$ cat src/rtl/glb_stream_pkg.sv
// Shared types for the GLB stream reader: FSM states, the FIFO word record
// and the byte-lane keep helper.
package glb_stream_pkg;

   localparam int BYTES_PER_WORD = 4;
   localparam int WORD_WIDTH     = 32;

   typedef enum logic [1:0] {
      IDLE,
      READ,
      DRAIN,
      DONE
   } state_t;

   typedef struct packed {
      logic [WORD_WIDTH-1:0]     data;
      logic [BYTES_PER_WORD-1:0] keep;
      logic                      last;
   } fifo_entry_t;

   // Lanes 0..lane are valid in a word whose highest filled lane is 'lane'.
   function automatic logic [BYTES_PER_WORD-1:0] keep_mask(input logic [1:0] lane);
      return 4'b1111 >> (2'd3 - lane);
   endfunction

endpackage

$ cat src/rtl/sync_word_fifo.sv
// Small synchronous FIFO of packed stream words with an occupancy count;
// a push and a pop in the same cycle leave the count unchanged.
module sync_word_fifo
   import glb_stream_pkg::*;
#(
   parameter int DEPTH = 4
) (
   input  logic                     clk,
   input  logic                     rst,
   input  logic                     push,
   input  fifo_entry_t              push_data,
   input  logic                     pop,
   output fifo_entry_t              head,
   output logic                     empty,
   output logic [$clog2(DEPTH):0]   count
);

   localparam int PTR_W = $clog2(DEPTH);
   localparam int CNT_W = PTR_W + 1;

   fifo_entry_t      mem [DEPTH];
   logic [PTR_W-1:0] wr_ptr;
   logic [PTR_W-1:0] rd_ptr;
   logic             do_push;
   logic             do_pop;

   assign do_pop  = pop && (count != '0);
   assign do_push = push && ((count != CNT_W'(DEPTH)) || do_pop);

   always_ff @(posedge clk or posedge rst) begin
      if (rst) begin
         wr_ptr <= '0;
         rd_ptr <= '0;
         count  <= '0;
      end else begin
         if (do_push) wr_ptr <= wr_ptr + 1'b1;
         if (do_pop)  rd_ptr <= rd_ptr + 1'b1;
         case ({do_push, do_pop})
            2'b10:   count <= count + 1'b1;
            2'b01:   count <= count - 1'b1;
            default: ;
         endcase
      end
   end

   // Storage carries no reset; the reader masks the head while empty.
   always_ff @(posedge clk) begin
      if (do_push) mem[wr_ptr] <= push_data;
   end

   assign head  = mem[rd_ptr];
   assign empty = (count == '0);

endmodule

$ cat src/rtl/glb_stream_reader.sv
// Reads a byte range from the GLB and packs it into 32-bit little-endian stream words.
// Optional macro GLB_STREAM_STRIDE_EN adds a per-transfer address stride input.
module glb_stream_reader
   import glb_stream_pkg::*;
#(
   parameter int ADDR_WIDTH     = 32,
   parameter int GLB_DATA_WIDTH = 8,
   parameter int OUT_WIDTH      = 32,
   parameter int FIFO_DEPTH     = 4
) (
   input  logic                      clk,
   input  logic                      rst,
   input  logic                      start,
   input  logic [ADDR_WIDTH-1:0]     base_addr,
   input  logic [15:0]               length,
`ifdef GLB_STREAM_STRIDE_EN
   input  logic [15:0]               stride,
`endif
   output logic                      busy,
   output logic                      done,
   output logic                      glb_re,
   output logic [ADDR_WIDTH-1:0]     glb_r_addr,
   input  logic [GLB_DATA_WIDTH-1:0] glb_dout,
   output logic                      out_valid,
   input  logic                      out_ready,
   output logic [OUT_WIDTH-1:0]      out_data,
   output logic [3:0]                out_keep,
   output logic                      out_last
);

   localparam int CNT_W = $clog2(FIFO_DEPTH) + 1;

   state_t                state;
   state_t                state_next;
   logic [15:0]           len_r;
   logic [16:0]           issue_cnt;
   logic [16:0]           pack_cnt;
   logic [ADDR_WIDTH-1:0] addr_acc;
   logic [ADDR_WIDTH-1:0] addr_step;
   logic                  in_flight;
   logic [OUT_WIDTH-1:0]  pack_reg;
   logic [OUT_WIDTH-1:0]  pack_merged;
   logic [1:0]            lane;
   logic                  final_byte;
   logic                  issue_done;
   logic                  accept_start;
   logic                  push;
   logic                  pop;
   fifo_entry_t           push_entry;
   fifo_entry_t           head;
   logic                  fifo_empty;
   logic [CNT_W-1:0]      fifo_count;

`ifdef GLB_STREAM_STRIDE_EN
   logic [15:0] stride_r;

   always_ff @(posedge clk or posedge rst) begin
      if (rst)                           stride_r <= '0;
      else if (state == IDLE && start)   stride_r <= stride;
   end

   assign addr_step = ADDR_WIDTH'(stride_r);
`else
   assign addr_step = ADDR_WIDTH'(1);
`endif

   assign accept_start = (state == IDLE) && start;
   assign issue_done   = (issue_cnt == {1'b0, len_r});
   // One slot stays free so a word completed by the in-flight byte always fits.
   assign glb_re       = (state == READ) && !issue_done &&
                         (fifo_count < CNT_W'(FIFO_DEPTH - 1));
   assign glb_r_addr   = addr_acc;

   assign lane       = pack_cnt[1:0];
   assign final_byte = ((pack_cnt + 17'd1) == {1'b0, len_r});
   assign push       = in_flight && ((lane == 2'd3) || final_byte);

   always_comb begin
      pack_merged = pack_reg;
      pack_merged[lane*GLB_DATA_WIDTH +: GLB_DATA_WIDTH] = glb_dout;
   end

   assign push_entry = '{data: pack_merged, keep: keep_mask(lane), last: final_byte};

   always_ff @(posedge clk or posedge rst) begin
      if (rst) begin
         state     <= IDLE;
         len_r     <= '0;
         issue_cnt <= '0;
         pack_cnt  <= '0;
         addr_acc  <= '0;
         in_flight <= 1'b0;
         pack_reg  <= '0;
      end else begin
         state     <= state_next;
         in_flight <= glb_re;
         if (accept_start) begin
            len_r     <= length;
            issue_cnt <= '0;
            pack_cnt  <= '0;
            addr_acc  <= base_addr;
            pack_reg  <= '0;
         end else begin
            if (glb_re) begin
               issue_cnt <= issue_cnt + 17'd1;
               addr_acc  <= addr_acc + addr_step;
            end
            if (in_flight) begin
               pack_cnt <= pack_cnt + 17'd1;
               pack_reg <= push ? '0 : pack_merged;
            end
         end
      end
   end

   always_comb begin
      state_next = state;
      case (state)
         IDLE:    if (start) state_next = (length == 16'd0) ? DONE : READ;
         READ:    if (issue_done) state_next = DRAIN;
         DRAIN:   if (!in_flight && fifo_empty) state_next = DONE;
         DONE:    state_next = IDLE;
         default: state_next = IDLE;
      endcase
   end

   sync_word_fifo #(
      .DEPTH (FIFO_DEPTH)
   ) u_fifo (
      .clk       (clk),
      .rst       (rst),
      .push      (push),
      .push_data (push_entry),
      .pop       (pop),
      .head      (head),
      .empty     (fifo_empty),
      .count     (fifo_count)
   );

   assign pop       = out_valid && out_ready;
   assign out_valid = !fifo_empty;
   assign out_data  = out_valid ? head.data : '0;
   assign out_keep  = out_valid ? head.keep : '0;
   assign out_last  = out_valid && head.last;
   assign busy      = (state == READ) || (state == DRAIN);
   assign done      = (state == DONE);

endmodule

$ cat config.mk
export PLATFORM = sky130hd
export DESIGN_NAME = glb_stream_reader
export DESIGN_NICKNAME = d
export VERILOG_FILES = /design/src/rtl/glb_stream_pkg.sv /design/src/rtl/sync_word_fifo.sv /design/src/rtl/glb_stream_reader.sv
export SDC_FILE = /design/constraint.sdc
export NUM_CORES = 1
export LEC_CHECK = 0
export CAP_MARGIN = 40
export CORE_ASPECT_RATIO = 1.75
export CORE_MARGIN = 5
export CORE_UTILIZATION = 40
export CTS_BUF_LIST = sky130_fd_sc_hd__clkbuf_8
export DETAILED_ROUTE_END_ITERATION = 12
export HOLD_SLACK_MARGIN = 0.06
export RECOVER_POWER = 100
export SETUP_SLACK_MARGIN = 0.05
export SYNTH_ARGS = -nofsm -noshare
export SYNTH_HDL_FRONTEND = slang
export SYNTH_SLANG_ARGS = --single-unit
export TNS_END_PERCENT = 50
$ cat constraint.sdc
create_clock -name clk -period 5.3 [get_ports clk]
set_clock_uncertainty 0.05 [all_clocks]
set_input_delay 0.795 -clock clk [delete_from_list [all_inputs] [get_ports clk]]
set_output_delay 0.795 -clock clk [all_outputs]
set_load 0.05 [all_outputs]
==> flow_summary.toml <==
[status]
outcome = "complete, but fails checks"
violations = "capacitance limit, slew limit"

[worst_setup_path]
cp_max_fo = 36
r2r_slack_ps = 890
rr_worst_depth = 10
reg2reg_to = "u_fifo.mem[0][16]"
rr_startpoint = "pack_cnt[0]"
worst_setup_path_end_kind = "flop"
path_class = "flop to flop"
worstPathRequired_ps = 5460
cp-start-kind = "flop"
arrival_ps = 4570

[yosys]
ys_ff_latch = 268
syn-num-nets = 1178
synthesis.area_um2 = 12800
synth_cell_types = 61
synthCells = 1100
async_flop_share_pct = 46.3
syn_area_per_cell_um2 = 11.6
synth_top_area_share_pct = 33.8
synthTopCellsByArea = "edfxtp_1 34%, dfrtp_1 24%, mux4_2 6.3%"
yosysTopAreaCell = "edfxtp_1"
synth_edf_count = 144
ys.flop_type = "edfxtp_1"
synth_most_common_cell = "nand2_1"
yosysWarnings = 0
synth_commonest_cells = "165 x nand2_1, 144 x edfxtp_1, 124 x dfrtp_1"
ys_seq_area_share_pct = 58.0

[clocking]
clkTransAtPathRegs_ps = 70
post_cts_resize_count = 0
postCtsHoldBufs = 0
cts.path.max_buffers = 3
clkSinkCount = 268
tritoncts = "done"
cts-root-buf = "clkbuf_8"
post_cts_buffers = 0
cts_buffers = 39
ctsHtreeMaxLevel = 2
clock_latency_ps = 560

[power_and_ir_drop]
switchingPower_mw = 3.60
swShare_pct = 43.6
intPower_mw = 4.65
irDropWorstVdd_mv = 0.391
cellPowerDensity_nw_per_um2 = 540
p_seq_share_pct = 35.7
totalPowerFinal_mw = 8.25
combPwrFrac_pct = 45.0
p_leak_nw = 6.02
p_clk_share_pct = 19.3

[final_layout]
layout-drive-gt1-share_pct = 9.26
largest_register_ffs = 144
stdcell_area_um2 = 15300
nets = 1312
final-instance-count-excl-fill = 1660
ff_latch_area_um2 = 7430
multi_input_area_um2 = 4810
area_growth_pct = 19.3
antenna_cells = 0
n_fill_cell = 2896

[routing]
wirelength_mm = 30.3
dr_total_vias = 8561
detail_route.iter0.violations = 414
avgViaCountPerCell = 5.16
drc = 0
firstDrtPassIters = 5
ant_nets = 0
post_drt_wl_per_cell_um = 18.3

[die]
core_um2 = 31500
start_util_pct = 40.6
die_w_um = 145
dieArea_um2 = 35900
ioPinCount = 133
die_h_um = 247
std_cell_rows = 86

[global_routing]
antenna_found_initial = 0
grt_pass1_vias = 9106
grt_overflow_total = 0
grt_max_degree = 62
grt_pass1_wl_mm = 48.2
grt_usage_pct = 16.7

[place]
globalplace.congestion = 0.831
dp.cells = 1589
dpl_cell_area_um2 = 14600
io_buffers = 132
dp_hpwl_mm = 21.1

[timing]
tightest_slew_ps = 3100
fmax_mhz = 227
relSlewSlack_pct = -107
rsz0062_at_grt = "false"
setup_viol = 0
period_needed_ps = 4410
hold_viol_final = 0
setup-tns-final_ps = 0
period_share_pct = 83.2
slew_viol_final = 177

[min_path]
min_to = "pack_reg[10]"
hold_class = "flop to flop"
hold_start = "pack_reg[10]"
min_path_cells = 2

[flow_run]
drv_cap = 4
## per-stage QoR
step	hold WS [ps]	setup WS [ps]	utilization, %
finish	432	889	48.5
global route	459	575	48.5
CTS	442	1290	48.7
detailed placement	427	1360	46.3
global placement	417	1420	46.0
floorplan	406	1160	-
## worst max path at each step
stage               slack, ps                 to  cells past startpoint             from
finish                    890  u_fifo.mem[0][16]                     10      pack_cnt[0]
global route              580        pack_reg[2]                      3              rst
CTS                      1290        out_data[1]                      5  u_fifo.count[2]
detailed placement       1360  u_fifo.mem[0][21]                     10      pack_cnt[0]
global placement         1420  u_fifo.mem[0][20]                     10      pack_cnt[0]
floorplan                1160      glb_r_addr[0]                      1              rst
## routing by layer
metal	up-vias	part of all wire (%)	global-route usage, %
met4	0	3.2	6.40
met2	228	55	32.4
met1	4151	36	16.9
met3	64	6.1	4.36
met5	-	0	0
li1	4118	-	-
## critical path: stages (launching register included)
cell	delay (ps)
dfrtp_1	620
ha_1	470
nand3_1	120
or4_1	600
mux2i_1	240
o221ai_1	200
o41ai_4	290
clkbuf_1	500
o41a_2	330
and2_1	140
buf_4	480
## cell usage in the layout (no fill, tap or decap), types with 17 or more instances in the layout
master,n
xnor2_1,47
o21ai_0,69
ha_1,17
clkbuf_8,45
edfxtp_1,144
o21a_1,27
nor2_1,56
dlygate4sd3_1,74
clkdlybuf4s50_1,58
xor2_1,48
and3_1,19
nand3_1,31
and2_1,41
mux4_2,36
inv_1,84
nand4_1,24
nand2_1,165
dfrtp_1,123
## area by class of cell
| type | count | share of cell area [%] |
|---|---|---|
| Timing Repair Buffer | 153 | 9.88 |
| Multi-Input combinational cell | 695 | 31.5 |
| Clock buffer | 45 | 4.05 |
| Tap cell | 396 | 3.24 |
| Sequential cell | 268 | 48.6 |
| Inverter | 77 | 1.90 |
| Clock inverter | 26 | 0.860 |
## kinds of logic after synthesis
group | after synthesis | share of synthesized area, %
DFF | 268 | 58.0
and+or+nand+nor | 399 | 15.2
xor gates and xnor gates | 96 | 6.68
muxes | 42 | 6.87
buffers and inverters | 137 | 4.31
AOI/OAI and AO/OA | 140 | 7.20
adders and majority gates | 18 | 1.82
## power by group through the flow
stage	Sequential [mW]	Clock, mW	Combinational [mW]
after floorplan	3.22	0	2.38
after global placement	3.07	0	3.75
after detailed placement	3.00	0	3.92
after CTS	2.96	1.65	3.93
after global routing	2.99	1.73	3.99
final	2.95	1.59	3.71
(Power assumes the default switching activity.)
==> variant 1 (same settings) <==
Build with the macro `GLB_STREAM_STRIDE_EN` defined.
--- a/src/rtl/glb_stream_reader.sv
+++ b/src/rtl/glb_stream_reader.sv
@@ -2,2 +2,4 @@
 // Optional macro GLB_STREAM_STRIDE_EN adds a per-transfer address stride input.
+`define GLB_STREAM_STRIDE_EN
+
 module glb_stream_reader
Interface: changed (added stride); port bits go from 133 to 149. No check against the original RTL was run, so the function may have changed too.
==> variant 1 against the original RTL <==
  * The flow still finishes with violations (max-capacitance violations, max-slew violations)
  * Design area is 7.3% higher
  * Register-to-register slack lost 0.15 ns
  * Sequential cell count is 16 higher
  * Cell count grew 12%
  * Routed wire length grew 7.0%
  * Count of clock-buffer cells in the layout shrank 2
  * Global-route usage grew 0.41 points
  * Worst setup slack worse by 0.19 ns
  * Synthesized area grew 7.4%
  * Sequential share of layout area is 0.85 points lower
  * Total power is 11% higher
==> variant 1: results <==
[status]
run_status = finished with violations
violations_in_the_final_reports = max-capacitance violations, max-slew violations

[placement]
dpl_worst_slack_ns = 0.881
numPortBuffers = 148
place_hpwl_mm = 22.4
place_area_mm2 = 0.0158

[layout]
finalNonFillerCells = 1857
postLayoutCoreUtil_pct = 47.9
finish.net_count = 1470
nonClkBufAreaFrac_pct = 9.74
multi_input_comb_cells = 785
final.signal_buffer_count = 167
multi_input_gate_area_in_the_final_layout_mm2 = 0.00532
sh_seq_area_pct = 47.8
antenna_cells_inserted = 3
share_of_post_route_cells_with_drive_strength_above_1_pct = 8.03
final-clk-cell-share_pct = 4.66

[routing]
detail_route.wirelength_mm = 32.4
dr.first_iter.drc_count = 510

[sta]
timing.final.max_slew_violations = 177
worst_slew_margin_rel_pct = -98.1
hold_ws_ns = 0.424

[job]
max_cap_violations = 5

[worst_setup_path]
crit_path_end = glb_re
cp_max_stage_cell = dlygate4sd3_1
timing.critical_path.fanout_max = 27
regToRegEndpoint = u_fifo.mem[3][25]
ff2ff_setup_slack_ns = 0.74
cp_data_arrival_time_ns = 3.76

[grt]
met3_capacity_usage_during_global_routing_pct = 2.62
groute.usage.overall_pct = 17.1
use_met1_pct = 18.8
first_global_vias = 9848
met2_usage_pct = 32.3

[clocking]
cts.sinks = 284
cts_inserted_buffers = 42

[floorplanning]
die_area_mm2 = 0.0384

[pwr]
design_power_total_mw = 9.18
peak_supply_drop_mv = 0.420
power_leakage_nw = 6.64
p_comb_mw = 4.46

[hold_path]
worstHoldStart = u_fifo.rd_ptr[0]
min_delay_path_depth = 1

[logic_synthesis]
synth-seq-area-share_pct = 56.9
yosys-top-cells-count = nand2_1 (210), edfxtp_1 (144), dfrtp_1 (140), inv_1 (78), nor2_1 (67)
synth_cell_type_count = 66
variant 1: metal layers:
| layer | vias up | part of all wire [%] |
|---|---|---|
| met5 | - | 0 |
| met4 | 0 | 3.7 |
| met3 | 64 | 3.9 |
| met2 | 203 | 56 |
| met1 | 4585 | 37 |
| li1 | 4507 | - |
variant 1: critical path, delay by kind of cell (launching register included):
family                    cells  cell delay (ns)
DFF                           1             0.46
AOI/OAI and AO/OA             1             0.35
xor gates and xnor gates      1             0.20
and+or+nand+nor               2             0.47
buffers and inverters         3             1.69
variant 1: kinds of logic (layout without fill, tap and decap cells):
group / after synthesis / count (layout) / share of synthesized area, %
and+or+nand+nor: 427 / 427 / 14.6
xor gates and xnor gates: 93 / 93 / 5.92
AOI/OAI and AO/OA: 187 / 187 / 8.68
buffers and inverters: 138 / 325 / 4.20
DFF: 284 / 284 / 56.9
other: 0 / 3 / 0
muxes: 44 / 44 / 6.50
adders and majority gates: 34 / 34 / 3.20
==> variant 2 (config.mk and constraints unchanged) <==
Without the edit above. Re-encode `state_t` (4 states) as Gray code, 2 bits wide.
--- a/src/rtl/glb_stream_pkg.sv
+++ b/src/rtl/glb_stream_pkg.sv
@@ -8,6 +8,6 @@
    typedef enum logic [1:0] {
-      IDLE,
-      READ,
-      DRAIN,
-      DONE
+      IDLE  = 2'b00,
+      READ  = 2'b01,
+      DRAIN = 2'b11,
+      DONE  = 2'b10
    } state_t;
Formal check against the unedited RTL: no difference found for any inputs over 4 cycles, from zero or initial values and one cycle with rst high; so few cycles prove little.
==> variant 2 against the original RTL <==
  * Non-clock buffer count unchanged
  * Routed wire length rose by 0.39%
  * Worst setup slack gained 0.045 ns
  * Design area is 0.43% lower
  * Total power is 18% higher
  * Cell count fell by 2.5%
  * Synthesized area decreased by 0.74%
  * Largest cell class unchanged
  * Sequential cell count is the same
  * Largest power group unchanged
  * Critical path type is now reg2out
  * Via count rose by 0.47%
  * The flow still finishes with violations (max-capacitance violations, max-slew violations)
==> variant 2: results <==
[status]
run_status = finished with violations
violations_in_the_final_reports = max-capacitance violations, max-slew violations

[routing]
dr.first_iter.drc_count = 419
avgViaCountPerCell = 5.31
vias = 8601
detail_route.wirelength_mm = 30.4
drt_first_pass_iters = 5

[logic_synthesis]
yosys-top-cells-count = edfxtp_1 (144), nand2_1 (143), dfrtp_1 (124), o21ai_0 (75), xnor2_1 (53)
fraction_of_synthesis_flops_using_an_asynchronous_set_or_reset_pin_pct = 46.3
synthCells = 1066
synth_edf_count = 144
ys_top_cells_by_area = edfxtp_1 (34%), dfrtp_1 (24%), mux4_2 (6.4%), nand2_1 (4.2%), xnor2_1 (3.7%)
synth_cell_type_count = 62
synth-seq-area-share_pct = 58.4
ys_warn_count = 0

[grt]
initial_antenna_violation_count = 1
groute.usage.overall_pct = 17.3
grt_pass1_wl_mm = 48.5
pin_count_of_the_biggest_net_entering_global_routing = 63
first_global_vias = 8972

[placement]
numPortBuffers = 132
place_hpwl_mm = 20.7
finalWeightedCongestion = 0.841
placed_cells_incl_taps = 1548

[clocking]
cts_buffer_depth = 3
cts_clock_pin_slew_for_the_worst_setup_and_hold_paths_ns = 0.07
insertion_delay_ns = 0.55
clockRootBuffer = clkbuf_8
cts_inserted_buffers = 39
postCtsResizedCells = 0
buffers_inserted_during_post_cts_setup_optimization = 0
cts.htree.levels = 2

[worst_setup_path]
cp_data_arrival_time_ns = 3.52
timing.critical_path.fanout_max = 22
worst-r2r-cell-count = 6
launching_instance_or_port_of_the_critical_path = len_r[1]
crit_path_end = glb_re
ff2ff_setup_slack_ns = 1.00
launch_instance_of_the_worst_register_to_register_path = in_flight
regToRegEndpoint = pack_cnt[14]

[layout]
share_of_post_route_cells_with_drive_strength_above_1_pct = 9.82
finish.net_count = 1266
largest_register_ffs = 144

[job]
max_cap_violations = 6

[pwr]
power_leakage_nw = 5.80
peak_supply_drop_mv = 0.347
swShare_pct = 43.5

[hold_path]
timing.hold.worst.class = reg2reg

[sta]
setup_tns_ns = 0
worst_slew_margin_rel_pct = -98.9
timing.final.max_slew_violations = 230
-- variant 2: changes by cell type after synthesis, sizes merged, moves of 4 or more --
cell,delta
o21ai,+4
a22oi,-6
inv,-30
xnor2,+6
o21a,-26
clkbuf,+8
nor3,+33
nor2,-11
nor2b,+5
nand2,-23
xor2,-7
and3,-6
a41o,+32
ha,-5
-- variant 2: worst max-delay path: stages, from the launching register on --
cell           delay (ns)
dfrtp_1              0.45
xnor2_1              0.23
nand4_1              0.12
nor4_1               0.69
a21oi_2              0.11
clkbuf_1             0.44
dlygate4sd3_1        0.93
-- variant 2: kinds of logic after synthesis --
| family | after synthesis | synth area share, % |
|---|---|---|
| multiplexers | 40 | 6.70 |
| buffers and inverters | 113 | 3.60 |
| XOR/XNOR | 95 | 6.66 |
| adder cells (fa/ha/maj) | 13 | 1.34 |
| AND/OR/NAND/NOR | 389 | 15.4 |
| AO/OA/AOI/OAI | 148 | 7.92 |
| flip-flops | 268 | 58.4 |
-- variant 2: per-stage QoR --
step | util (%) | setup WS [ns] | area [µm²] | power [mW]
5_1_grt | 48.4 | 0.628 | 15200 | 10.4
2_1_floorplan | - | 1.16 | 12700 | 6.81
6_report | 48.4 | 0.934 | 15200 | 9.77
4_1_cts | 48.6 | 1.28 | 15300 | 10.1
3_3_place_gp | 45.8 | 1.55 | 14400 | 8.21
3_5_place_dp | 46.0 | 1.49 | 14400 | 8.28
-- variant 2: layer usage --
layer / GRT usage [%] / vias to the layer above / share of wire, %
li1: - / 4090 / -
met1: 19.2 / 4275 / 37
met2: 32.3 / 188 / 56
met3: 3.02 / 48 / 4.5
met4: 6.51 / 0 / 2.8
met5: 0 / - / 0
-- variant 2: power by group through the flow --
stage	registers [mW]	logic, mW	clock network (mW)
after global routing	3.66	4.82	1.89
after CTS	3.58	4.68	1.81
after detailed placement	3.61	4.67	0
after floorplan	3.75	3.06	0
final	3.57	4.45	1.75
after global placement	3.60	4.61	0
-- variant 2: area by class of cell --
cell class | instances | area (µm²)
clock buffers | 47 | 647
repair buffers | 153 | 1470
multi-input cells | 685 | 4830
diodes | 1 | 2.50
fillers | 2872 | 16200
inverters | 46 | 174
well taps | 396 | 495
clock inverters | 23 | 179
flip-flops and latches | 268 | 7430
-- variant 2: worst min path at each step --
stage	slack, ns	depth (start not counted)	startpoint	endpoint
final	0.51	2	issue_cnt[16]	issue_cnt[16]
after global routing	0.56	2	issue_cnt[16]	issue_cnt[16]
after floorplan	0.45	2	len_r[11]	len_r[11]
after CTS	0.42	2	rst	issue_cnt[3]
after detailed placement	0.49	2	issue_cnt[16]	issue_cnt[16]
after global placement	0.48	2	issue_cnt[16]	issue_cnt[16]
